[src/rtl/wb_spi_cfg_pkg.sv]
// Shared register map, FSM encoding and CTRL field layout for the SPI config writer.
package wb_spi_cfg_pkg;

  localparam logic [1:0] REG_CTRL   = 2'd0;
  localparam logic [1:0] REG_TX     = 2'd1;
  localparam logic [1:0] REG_RX     = 2'd2;
  localparam logic [1:0] REG_STATUS = 2'd3;

  typedef enum logic [1:0] {
    ST_IDLE,
    ST_SETUP,
    ST_HIGH,
    ST_LOW
  } spi_state_e;

  typedef struct packed {
    logic [7:0] ss_mask;
    logic [5:0] nbits;
  } ctrl_t;

  // A zero or oversized bit count means a full 32-bit frame.
  function automatic logic [5:0] norm_nbits(input logic [5:0] raw);
    return (raw == 6'd0 || raw > 6'd32) ? 6'd32 : raw;
  endfunction

endpackage

[src/rtl/spi_shift_core.sv]
// SPI mode-0 MSB-first shifter: busy rises the cycle after start and lasts CLK_DIV*(2n+1) clocks.
// No backpressure; start is ignored unless idle, so the caller gates it on busy.
module spi_shift_core
  import wb_spi_cfg_pkg::*;
#(
  parameter int CLK_DIV = 4,
  parameter int NUM_SS  = 8
) (
  input  logic              clk,
  input  logic              rst_n,
  input  logic              start,
  input  logic [5:0]        nbits,
  input  logic [NUM_SS-1:0] ss_mask,
  input  logic [31:0]       tx,
  output logic              busy,
  output logic [31:0]       rx,
  output logic              sclk,
  output logic              mosi,
  input  logic              miso,
  output logic [NUM_SS-1:0] ss_n
);

  localparam logic [7:0] DIV_LAST = 8'(CLK_DIV - 1);

  spi_state_e  state;
  logic [7:0]  div_cnt;
  logic [5:0]  bits_left;
  logic [31:0] tx_sh;
  logic [31:0] rx_sh;
  logic [5:0]  n_eff;
  logic [31:0] tx_aligned;

  assign n_eff      = norm_nbits(nbits);
  // Left-justify the frame so the first bit out is always tx_sh[31].
  assign tx_aligned = tx << (6'd32 - n_eff);

  always_ff @(posedge clk or negedge rst_n) begin
    if (!rst_n) begin
      state     <= ST_IDLE;
      div_cnt   <= '0;
      bits_left <= '0;
      tx_sh     <= '0;
      rx_sh     <= '0;
      rx        <= '0;
      busy      <= 1'b0;
      sclk      <= 1'b0;
      mosi      <= 1'b0;
      ss_n      <= '1;
    end else begin
      case (state)
        ST_IDLE: begin
          if (start) begin
            state     <= ST_SETUP;
            div_cnt   <= DIV_LAST;
            bits_left <= n_eff;
            tx_sh     <= tx_aligned;
            rx_sh     <= '0;
            busy      <= 1'b1;
            ss_n      <= ~ss_mask;
            mosi      <= tx_aligned[31];
          end
        end
        ST_SETUP: begin
          if (div_cnt == 8'd0) begin
            state   <= ST_HIGH;
            div_cnt <= DIV_LAST;
            sclk    <= 1'b1;
            rx_sh   <= {rx_sh[30:0], miso};
          end else begin
            div_cnt <= div_cnt - 8'd1;
          end
        end
        ST_HIGH: begin
          if (div_cnt == 8'd0) begin
            state     <= ST_LOW;
            div_cnt   <= DIV_LAST;
            sclk      <= 1'b0;
            bits_left <= bits_left - 6'd1;
            tx_sh     <= tx_sh << 1;
            mosi      <= tx_sh[30];
          end else begin
            div_cnt <= div_cnt - 8'd1;
          end
        end
        ST_LOW: begin
          if (div_cnt == 8'd0) begin
            div_cnt <= DIV_LAST;
            if (bits_left == 6'd0) begin
              state <= ST_IDLE;
              busy  <= 1'b0;
              ss_n  <= '1;
              mosi  <= 1'b0;
              rx    <= rx_sh;
            end else begin
              state <= ST_HIGH;
              sclk  <= 1'b1;
              rx_sh <= {rx_sh[30:0], miso};
            end
          end else begin
            div_cnt <= div_cnt - 8'd1;
          end
        end
        default: state <= ST_IDLE;
      endcase
    end
  end

endmodule

[src/rtl/wb_spi_cfg_writer.sv]
// Wishbone-to-SPI config writer: registered 1-cycle ack, read data valid in the ack cycle.
// A TX write while busy is stalled (no ack) until the current frame completes.
module wb_spi_cfg_writer
  import wb_spi_cfg_pkg::*;
#(
  parameter int CLK_DIV = 4,
  parameter int NUM_SS  = 8
) (
  input  logic              wb_clk_i,
  input  logic              wb_rst_ni,
  input  logic              wb_cyc_i,
  input  logic              wb_stb_i,
  input  logic              wb_we_i,
  input  logic [15:0]       wb_adr_i,
  input  logic [3:0]        wb_sel_i,
  input  logic [31:0]       wb_dat_i,
  output logic [31:0]       wb_dat_o,
  output logic              wb_ack_o,
  output logic              sclk_o,
  output logic              mosi_o,
  input  logic              miso_i,
  output logic [NUM_SS-1:0] ss_n_o,
  output logic              busy_o
);

  ctrl_t       ctrl_q;
  logic [31:0] tx_q;
  logic [31:0] tx_next;
  logic [31:0] rx;
  logic [31:0] rd_dat;
  logic [1:0]  reg_sel;
  logic        busy;
  logic        req;
  logic        accept;
  logic        wr;
  logic        start;
  logic        unused_bits;

  assign reg_sel = wb_adr_i[3:2];
  assign req     = wb_cyc_i & wb_stb_i & ~wb_ack_o;
  // Holding the ack on a busy TX write is what paces the upstream ROM writer.
  assign accept  = req & ~(wb_we_i & (reg_sel == REG_TX) & busy);
  assign wr      = accept & wb_we_i;
  assign start   = wr & (reg_sel == REG_TX) & (|wb_sel_i);
  assign busy_o  = busy;

  assign unused_bits = ^{wb_adr_i[15:4], wb_adr_i[1:0], ctrl_q.ss_mask};

  always_comb begin
    tx_next = tx_q;
    for (int b = 0; b < 4; b++) begin
      if (wb_sel_i[b]) tx_next[8*b +: 8] = wb_dat_i[8*b +: 8];
    end
  end

  always_comb begin
    rd_dat = '0;
    case (reg_sel)
      REG_CTRL:   rd_dat = {16'h0000, ctrl_q.ss_mask, 2'b00, ctrl_q.nbits};
      REG_RX:     rd_dat = rx;
      REG_STATUS: rd_dat = {31'd0, busy};
      default:    rd_dat = '0;
    endcase
  end

  always_ff @(posedge wb_clk_i or negedge wb_rst_ni) begin
    if (!wb_rst_ni) begin
      wb_ack_o <= 1'b0;
      wb_dat_o <= '0;
      ctrl_q   <= '0;
      tx_q     <= '0;
    end else begin
      wb_ack_o <= accept;
      wb_dat_o <= (accept & ~wb_we_i) ? rd_dat : '0;
      if (wr && reg_sel == REG_CTRL) begin
        if (wb_sel_i[0]) ctrl_q.nbits   <= wb_dat_i[5:0];
        if (wb_sel_i[1]) ctrl_q.ss_mask <= wb_dat_i[15:8];
      end
      if (wr && reg_sel == REG_TX) tx_q <= tx_next;
    end
  end

  spi_shift_core #(
    .CLK_DIV (CLK_DIV),
    .NUM_SS  (NUM_SS)
  ) u_core (
    .clk     (wb_clk_i),
    .rst_n   (wb_rst_ni),
    .start   (start),
    .nbits   (ctrl_q.nbits),
    .ss_mask (ctrl_q.ss_mask[NUM_SS-1:0]),
    .tx      (tx_next),
    .busy    (busy),
    .rx      (rx),
    .sclk    (sclk_o),
    .mosi    (mosi_o),
    .miso    (miso_i),
    .ss_n    (ss_n_o)
  );

endmodule

[config.mk]
export PLATFORM = sky130hd
export DESIGN_NAME = wb_spi_cfg_writer
export DESIGN_NICKNAME = d
export VERILOG_FILES = /design/src/rtl/wb_spi_cfg_pkg.sv /design/src/rtl/spi_shift_core.sv /design/src/rtl/wb_spi_cfg_writer.sv
export SDC_FILE = /design/constraint.sdc
export NUM_CORES = 1
export LEC_CHECK = 0
export BUFFER_PORTS_ARGS = -buffer_cell sky130_fd_sc_hd__clkbuf_2
export CORE_AREA = 2 2 196 198
export CTS_CLUSTER_DIAMETER = 30
export DETAILED_ROUTE_END_ITERATION = 10
export DIE_AREA = 0 0 198 200
export PLACE_DENSITY_LB_ADDON = 0.3
export SYNTH_ARGS = -nofsm -noshare
export SYNTH_HDL_FRONTEND = slang
export SYNTH_SLANG_ARGS = --single-unit
[constraint.sdc]
create_clock -name wb_clk_i -period 3.2 [get_ports wb_clk_i]
set_input_delay 0.64 -clock wb_clk_i [delete_from_list [all_inputs] [get_ports wb_clk_i]]
set_output_delay 0.64 -clock wb_clk_i [all_outputs]
set_load 0.03 [all_outputs]
# Word level (Yosys, flattened, before mapping)
# Index checks and enable logic that the tools add are counted.
# classes
muxes	43
bitwise_logic	13
reduce_logical	24
order_cmp	1
n_addsub	3
n_eq_ne	12
n_shift	1
# ops
cell	n
32-bit case mux with 3 select lines	2
32-bit two-way mux	5
8-bit two-way mux	9
31-bit two-way mux	2
31-bit case mux with 2 select lines	1
8-bit case mux with 2 select lines	2
32-bit by 6-bit left shift with 32-bit output	1
6-bit two-way mux	3
5-bit AND reduction	3
6-bit zero test	2
6-bit case mux with 2 select lines	1
2-bit two-way mux	5
1-bit AND	9
1-bit two-way mux	9
3-bit nonzero test	3
2-bit equality test (second input constant)	4
8-bit zero test	1
2-bit by 1-bit != test with 1-bit output (second input constant)	4
8-bit inverter	1
2-bit case mux with 4 select lines	1
4-bit AND reduction	2
8-bit by 1-bit subtractor with 8-bit output (second input constant)	1
6-bit > comparator (second input constant)	1
1-bit case mux with 3 select lines	2
other kinds (14)	23
# word_totals
regBits	201
output_inout_bits	44
wordCells	112

# Longest topological paths before layout
# depth
ltp_word	10
depth_mapped	14
ltp_nobuf	9

# By module
# A second synthesis with hierarchy kept.
# unflattened
hier_cells	917
hier_area_um2	10364.9
# by_module_without_submodules
module	area_per_inst_um2	n_inst	cells_each	seq_area_each_um2
spi_shift_core	6852.8	1	687	3062.9
wb_spi_cfg_writer	3512.1	1	230	1976.9

# Least setup slack after synthesis
# OpenSTA, ideal clock, no wires.
# synth_path
path_type	register to register
start	register ctrl_q[0] (netlist name)
end	register u_core.tx_sh[26]
t_arrival_ns	2.888
synth_period_minus_slack_ns	3.015
path_buffers	5
setup_time_ns	0.127
stages_incl_launch_ff	15
path_slack_ns	0.185
path_cell_list	dfrtp_1 -> and2b_1 -> buf_6 -> inv_6 -> buf_6 -> buf_2 -> ha_1 -> buf_2 -> nor3b_1 -> buf_2 -> a22oi_1 -> o211ai_1 -> o221ai_1 -> a222oi_1 -> o21ai_1
# synth_via
elab_chain_len	7
word_cells_on_any_way	8
cone_classes	add/sub (1); order compare (1); shift (1); mux (3); reduce/logical (2)
# synth_lines
element	line_no	text
6-bit > comparator / 6-bit zero test (equally long branches)	wb_spi_cfg_pkg.sv:23	return (raw == 6'd0 || raw > 6'd32) ? 6'd32 : raw;
1-bit logical OR	wb_spi_cfg_pkg.sv:23	
6-bit two-way mux *	wb_spi_cfg_pkg.sv:23	
6-bit subtractor *	spi_shift_core.sv:35	assign tx_aligned = tx << (6'd32 - n_eff);
32-bit by 6-bit left shift with 32-bit output *	spi_shift_core.sv:35	
31-bit two-way mux *	spi_shift_core.sv:52	if (start) begin
31-bit case mux with 2 select lines *	spi_shift_core.sv:50	case (state)
to (signal assigned)	spi_shift_core.sv:56	tx_sh <= tx_aligned;
to (signal assigned)	spi_shift_core.sv:79	tx_sh <= tx_sh << 1;
to (decl)	spi_shift_core.sv:28	logic [31:0] tx_sh;
# Every way passes the cells marked *; elsewhere a longest branch is shown, timed or not. The select of a mux whose other input is x is not followed.
# A chain may end at the register's enable or synchronous reset.

# Worst setup path after layout
# layout_path
start	register ctrl_q[5] (netlist name)
end	register u_core.tx_sh[26]
# layout_via
elab_chain_len	7
word_cells_on_any_way	8
cone_classes	add/sub (1); order compare (1); shift (1); mux (3); reduce/logical (2)
# layout_lines
element	line_no
6-bit > comparator / 6-bit zero test (equally long branches)	wb_spi_cfg_pkg.sv:23
1-bit logical OR	wb_spi_cfg_pkg.sv:23
6-bit two-way mux *	wb_spi_cfg_pkg.sv:23
6-bit subtractor *	spi_shift_core.sv:35
32-bit by 6-bit left shift with 32-bit output *	spi_shift_core.sv:35
31-bit two-way mux *	spi_shift_core.sv:52
31-bit case mux with 2 select lines *	spi_shift_core.sv:50
# Marks and branches as above.

==> results.json <==
{
  "synth.top_cells.by_count": "193 x sky130_fd_sc_hd__dfrtp_1, 111 x sky130_fd_sc_hd__nand2_1, 109 x sky130_fd_sc_hd__nor2_1",
  "worstSetupPathType": "reg2reg",
  "grt_pass1_wl_um": 46100,
  "vias_cell": 4.99,
  "synthFlopType": "sky130_fd_sc_hd__dfrtp_1",
  "route.detailed.drc": 0,
  "critical_path_fanout_max": 13,
  "power_leakage_nw": 6.08,
  "pin_count": 102,
  "chipWidth_um": 198,
  "final_report_setup_violation_count": 0,
  "synth.yosys.seq_area_share_pct": 48.7,
  "final_net_count": 1208,
  "drtPass1Iterations": 5,
  "clock-root-buffer": "sky130_fd_sc_hd__clkbuf_16",
  "first_global_vias": 8066,
  "fp.dieArea_um2": 39600,
  "ant_nets": 0,
  "slowest_stage_delay_on_critical_path_ns": 0.55,
  "synth_area_per_cell_um2": 10.0,
  "synthDistinctLibCells": 73,
  "post_route_cells_drive_above_1_share_pct": 27.1,
  "ys_seq_elements": 201,
  "irDropWorstVdd_uv": 456,
  "tritoncts.num_buffers": 43,
  "overflow": 0,
  "htreeDepth": 2,
  "buffer_ports.inserted": 87,
  "synth.largest_area_cell": "sky130_fd_sc_hd__dfrtp_1",
  "finalSetupTns_ns": 0,
  "kind_of_launch_point_of_the_worst_setup_path": "register",
  "fillerInstances": 3808,
  "report.final.hold_viol_count": 0,
  "max-clock-path-buffers": 3,
  "synth_enable_flop_cells": 0,
  "final-instance-count-excl-fill": 1690,
  "starting_drt_drc_count": 675,
  "critPathCaptureType": "register",
  "hold_path_class": "in2async",
  "rows": 71,
  "timing.final.crit_period_ns": 3.05,
  "die_y_um": 200,
  "initial_utilization_pct": 27.7,
  "worst_slew_pin_slew_ns": 0.815,
  "antenna_cells": 0,
  "dp.final_hpwl_um": 20400,
  "pwr_dens_nw_per_um2": 722,
  "grt_usage_pct": 14.9,
  "cts_tree": "built",
  "synthesis.yosys.warnings": 0,
  "crit_arrival_ns": 3.46,
  "grt_antenna_before_repair": 0,
  "detailroute.via_count": 8429,
  "routabilityCongestion": 0.958,
  "slew_headroom_pct": 45.6,
  "synth_area_leaders": "sky130_fd_sc_hd__dfrtp_1 47%, sky130_fd_sc_hd__mux2_2 7.3%, sky130_fd_sc_hd__mux2i_1 6.7%, sky130_fd_sc_hd__nand2_1 4.0%, sky130_fd_sc_hd__nor2_1 4.0%",
  "timing.max_cap.violations": 0,
  "worstPathRequired_ns": 3.61,
  "run_status": "finished, final reports clean",
  "period_share_pct": 95.5,
  "clk_latency_ns": 0.55,
  "post_synth_inst_count": 1031,
  "path_cells": "and2b_1, inv_6, ha_1, and3b_1, a22oi_1, o211ai_1, o221ai_1, a222oi_1, o21ai_1",
  "area_of_the_core_region_um2": 37400,
  "final_wirelength_um": 28800,
  "synthMostInstantiatedCell": "sky130_fd_sc_hd__dfrtp_1",
  "cts.reportedPaths.clkPinSlew_ns": 0.06,
  "mappedNetlistNets": 1094,
  "skew_final_ns": 0.0228,
  "syn_area_um2": 10300,
  "cts_hold_buf": 0,
  "yosys.area.top_type_share_pct": 46.7,
  "routed_wire_length_per_instance_um": 17.0,
  "area.growth.synth_to_final_pct": 26.2,
  "grt_max_degree": 84,
  "max_freq_mhz": 327,
  "rsz_0062_raised_after_global_routing": "no",
  "slew_viol_final": 0,
  "cts.sink_count": 201,
  "minimum_setup_slack_among_reg_to_reg_paths_ns": 0.15,
  "async_flop_share_pct": 100,
  "critical-path-slowest-cell": "sky130_fd_sc_hd__and3b_1",
  "placedCellCount": 1611
}
-- cell type report --
type | instances | area (um^2) | area share, %
sequential | 201 | 5040 | 38.6
multi-input combinational | 748 | 4910 | 37.6
clock buffer | 51 | 1130 | 8.63
timing repair buffer | 140 | 905 | 6.93
tap | 511 | 639 | 4.90
clock inverter | 28 | 385 | 2.95
inverter | 11 | 46.3 | 0.355
-- critical path, delay by kind of cell (launching register included) --
| kind | cells | cell delay [ns] |
|---|---|---|
| buffers and inverters | 1 | 0.03 |
| flip-flops | 1 | 0.41 |
| AND/OR/NAND/NOR | 2 | 0.84 |
| adder cells (fa/ha/maj) | 1 | 0.44 |
| AO/OA/AOI/OAI | 5 | 1.18 |
-- layer usage --
layer / global-route usage [%] / vias up / part of all wire (%)
met2: 23.0 / 230 / 45
met3: 3.14 / 52 / 5.7
met4: 4.93 / 0 / 2.1
li1: - / 3997 / -
met5: 0 / - / 0
met1: 20.7 / 4150 / 47
-- cells by family (layout without fill, tap and decap cells) --
kind of cell / after synthesis / in the layout / synth area share (%)
buf+inv: 82 / 230 / 4.10
xor+xnor: 3 / 3 / 0.254
compound gates: 251 / 251 / 14.8
simple gates: 341 / 341 / 15.0
flops: 201 / 201 / 48.7
fa+ha+maj: 5 / 5 / 0.605
mux: 148 / 148 / 16.5
-- metrics by stage --
step                      total power (W)  setup WS [ns]  util (%)  hold slack (ns)  instance area [um^2]
final                             0.00942          0.145      34.9            0.130                 13100
after global routing              0.00985        0.00480      34.9            0.179                 13100
after CTS                         0.00950          0.133      34.9            0.152                 13100
after detailed placement          0.00484          0.142      30.9            0.457                 11500
after global placement            0.00483          0.178      30.9            0.454                 11500
after floorplan                   0.00407          0.185         -            0.344                 10300
-- state kept, by name, indices dropped and copies added (netlist names) --
signal / flops
u_core.rx_sh: 32
u_core.state: 2
u_core.busy: 1
u_core.mosi: 1
u_core.tx_sh: 31
wb_ack_o: 1
u_core.bits_left: 6
ctrl_q: 14
u_core.sclk: 1
tx_q: 32
u_core.ss_n: 8
wb_dat_o: 32
u_core.rx: 32
u_core.div_cnt: 8
-- cells in the final DEF, fill, tap and decap left out, types with 9 or more instances in the layout --
cell                        synthesis  routed
sky130_fd_sc_hd__a31oi_1           22      22
sky130_fd_sc_hd__a21oi_1           75      75
sky130_fd_sc_hd__a22oi_1           23      23
sky130_fd_sc_hd__nor2_1           109     109
sky130_fd_sc_hd__buf_4              6      48
sky130_fd_sc_hd__clkbuf_16          0      43
sky130_fd_sc_hd__nor3_1            15      15
sky130_fd_sc_hd__nand3_1           40      40
sky130_fd_sc_hd__a221oi_1           9       9
sky130_fd_sc_hd__o21ai_0           75      75
sky130_fd_sc_hd__inv_1              9       9
sky130_fd_sc_hd__and3_1            22      22
sky130_fd_sc_hd__mux2_2            67      67
sky130_fd_sc_hd__nand2_1          111     110
sky130_fd_sc_hd__mux4_2            11      11
sky130_fd_sc_hd__mux2i_1           69      69
sky130_fd_sc_hd__clkbuf_2           0      86
sky130_fd_sc_hd__dfrtp_1          193     193
-- worst paths after layout --
check	endpoint	cells after the start	start
max in group asynchronous	u_core.tx_sh[5]	2	wb_rst_ni
min in group wb_clk_i	wb_dat_o[0]	2	wb_we_i
worst min-delay path	wb_dat_o[18]	1	wb_rst_ni
worst min register to register	u_core.tx_sh[0]	2	u_core.tx_sh[0]
worst max register to register	u_core.tx_sh[26]	9	ctrl_q[5]
worst max-delay path	u_core.tx_sh[26]	9	ctrl_q[5]
-- where the power goes --
group          switching, W  leakage, nW  internal, W  total, W
Sequential        0.0000746         2.70      0.00262   0.00269
Combinational       0.00139         2.65     0.000756   0.00215
Clock               0.00154        0.724      0.00304   0.00458
-- timing repair --
item                       CTS  global route
setup endpoints to repair    0             5
setup buffers                0             0
resized for setup            0             1
Power figures use the tool's default switching activity.
